**config.mk**
```make
export PLATFORM = sky130hd
export DESIGN_NAME = taus_step
export DESIGN_NICKNAME = d
export VERILOG_FILES = /design/src/rtl/taus_step.sv
export SDC_FILE = /design/constraint.sdc
export NUM_CORES = 1
export LEC_CHECK = 0
export ABC_CLOCK_PERIOD_IN_PS = 800
export BUFFER_PORTS_ARGS = -buffer_cell sky130_fd_sc_hd__buf_2
export CAP_MARGIN = 20
export CORE_AREA = 3 3 40 42
export DETAILED_ROUTE_END_ITERATION = 12
export DIE_AREA = 0 0 43 45
export GPL_TIMING_DRIVEN = 0
export PLACE_DENSITY_LB_ADDON = 0.2
export SETUP_SLACK_MARGIN = 0.1
export SLEW_MARGIN = 10
export SYNTH_ARGS = -nofsm -noshare
export SYNTH_HDL_FRONTEND = slang
export SYNTH_SLANG_ARGS = --single-unit
```
**constraint.sdc**
```tcl
create_clock -name vclk -period 0.8
set_input_delay 0.04 -clock vclk [all_inputs]
set_output_delay 0.04 -clock vclk [all_outputs]
set_load 0.01 [all_outputs]
```
**src/rtl/taus_step.sv**
```systemverilog
// Combinational Tausworthe step f(s).
// The generator emits its next state, so the word after w is f(w).
module taus_step #(
    parameter int unsigned SHIFT_L1 = 13,
    parameter int unsigned SHIFT_L2 = 12,
    parameter int unsigned SHIFT_R  = 19,
    parameter logic [31:0] CONST    = 32'hffff_fffe
) (
    input  logic [31:0] s,
    output logic [31:0] f
);

    // Feedback term xor masked term, all logical 32-bit shifts
    assign f = (((s << SHIFT_L1) ^ s) >> SHIFT_R)
             ^ ((s & CONST) << SHIFT_L2);

endmodule

```
==> summary.md <==
| Metric | Value |
|---|---|
| Run status | `finished, final reports clean` |
| Final Hold Fails | `0` |
| I/O pin cnt | `64` |
| WS Path Type | `in -> out` |
| Setup Buffers After CTS | `0` |
| Met1 WL | `246 um` |
| Fraction of the cycle the final worst path needs | `0.589` |
| Met3 WL | `80 um` |
| Layout Utilization | `0.440` |
| Largest net degree at the start of global routing | `3` |
| Overall Power | `364 uW` |
| # rows | `13` |
| Synth Net Count | `64` |
| Required @ worst endpoint | `760 ps` |
| Post_cts resized | `0` |
| Pre-CTS setup slack | `317 ps` |
| Area Overhead vs Synth | `120%` |
| Die width | `43 um` |
| Gr usage total | `0.0813` |
| Final Instance Area | `566 um^2` |
| Hold WS | `265 ps` |
| Iter 0 DRT Violations | `2` |
| Post-layout worst setup margin | `328 ps` |
| Worst hold path depth | `2` |
| Leakage power | `0.375 nW` |
| PortBufs | `58` |
| Layout Cells excl Fill | `105` |
| Worst rel slew slack | `0.922` |
| First-pass GRT wire length | `1290 um` |
| Mapped Cells | `32` |
| Number of global-route vias before repair | `317` |
| Post-route minimum period | `472 ps` |
| Clock buffers | `0` |
| Worst-Margin Slew | `117 ps` |
| Die height | `45 um` |
| Antenna violations before repair | `0` |
| Gr ovfl total | `0` |
| Maximum VDD drop | `315 uV` |
| Mapped Area | `256 um^2` |
| Hold Path Class | `in -> out` |
| Syn avg cell area | `8.02 um^2` |
| Worst Setup End Kind | `primary output` |
| Syn. warnings | `0` |
| Netlist cell types | `2` |
| Pwr dens | `644 nW/um^2` |
| Dpl cells | `105` |
| Seq/Total Area, Yosys | `0` |
| Maximum fanout along the worst path | `2` |
| Drt wl/cell | `8.60 um` |
| FF+latch count | `0` |
| Core Footprint | `1280 um^2` |
| Crit-path slowest cell | `xor2_1` |
| Pre-Repair DR Iteration Count | `2` |
| ANT cells | `0` |
| Max-cap viol count | `0` |
| Max Freq | `2120 MHz` |
| Critical path cell sequence | `buf_2 > xor2_1 > buf_2` |
| Global placement routability congestion | `0.611` |
| Via density | `3.64` |
| Final WL | `903 um` |
| CP max stage delay | `150 ps` |
| Most frequent CP cell | `buf_2` |
| Share of cells above drive strength 1 | `0.856` |
| Drt drc | `0` |
| Post-DRT Antenna Nets | `0` |
| Top sig layer | `met3` |
| RSZ-0062 raised after global routing | `false` |
| Starting Density | `0.200` |
| Final setup violation count | `0` |
| # nets final | `124` |
| Hold Path End | `f[17]` |
| Final slew viol count | `0` |
| Hold wc startpoint | `s[5]` |
| Die area | `1940 um^2` |
| Area after DPL | `566 um^2` |
| Metal2 WL | `576 um` |
| Setup TNS | `0 ps` |
| Sequential cell area | `0 um^2` |
| Total number of vias | `382` |
| Post-DP HPWL | `899 um` |
| Worst Setup Start Kind | `primary input` |
| Arrival @ worst endpoint | `430 ps` |
| Hold buffer count at CTS | `0` |
## layer usage
layer | up-vias | global-route usage
met3 | 0 | 0
met4 | 0 | 0
met2 | 19 | 0.180
met5 | - | 0
li1 | 195 | -
met1 | 168 | 0.0905
## Yosys cell counts
cell    count  share of area
buf_4      19           0.56
xor2_1     13           0.44
## critical path: cells and delay by family
family	cells	cell delay (ps)
buffers and inverters	2	250
XOR/XNOR	1	150
## placed cells by master, fill, tap and decap left out
master  Yosys  final
buf_2       0     58
buf_4      19     19
xor2_1     13     13
## report_power, final
group	leakage (nW)	switching [mW]	internal, mW	total, mW
clock	0	0	0	0
combinational	0.375	0.160	0.204	0.364
sequential	0	0	0	0
total	0.375	0.160	0.204	0.364
## logic make-up (layout without fill, tap and decap cells)
logic type / count (synthesis) / after routing / synth area share
buffers and inverters: 19 / 77 / 0.556
xor gates and xnor gates: 13 / 13 / 0.444
## how the worst max path moves through the flow
stage | to | slack, ps | cells after the start | startpoint
floorplan | f[0] | 500 | 1 | s[19]
global placement | f[0] | 330 | 3 | s[19]
detailed placement | f[3] | 320 | 3 | s[22]
CTS | f[3] | 320 | 3 | s[22]
global route | f[11] | 290 | 3 | s[17]
finish | f[0] | 330 | 3 | s[19]
## area by class of cell
cell class                 count  area, um^2
tap                           15        18.8
fill                         139         719
buffer                        19         143
multi-input combinational     13         114
timing repair buffer          58         290
(Power assumes the default switching activity.)
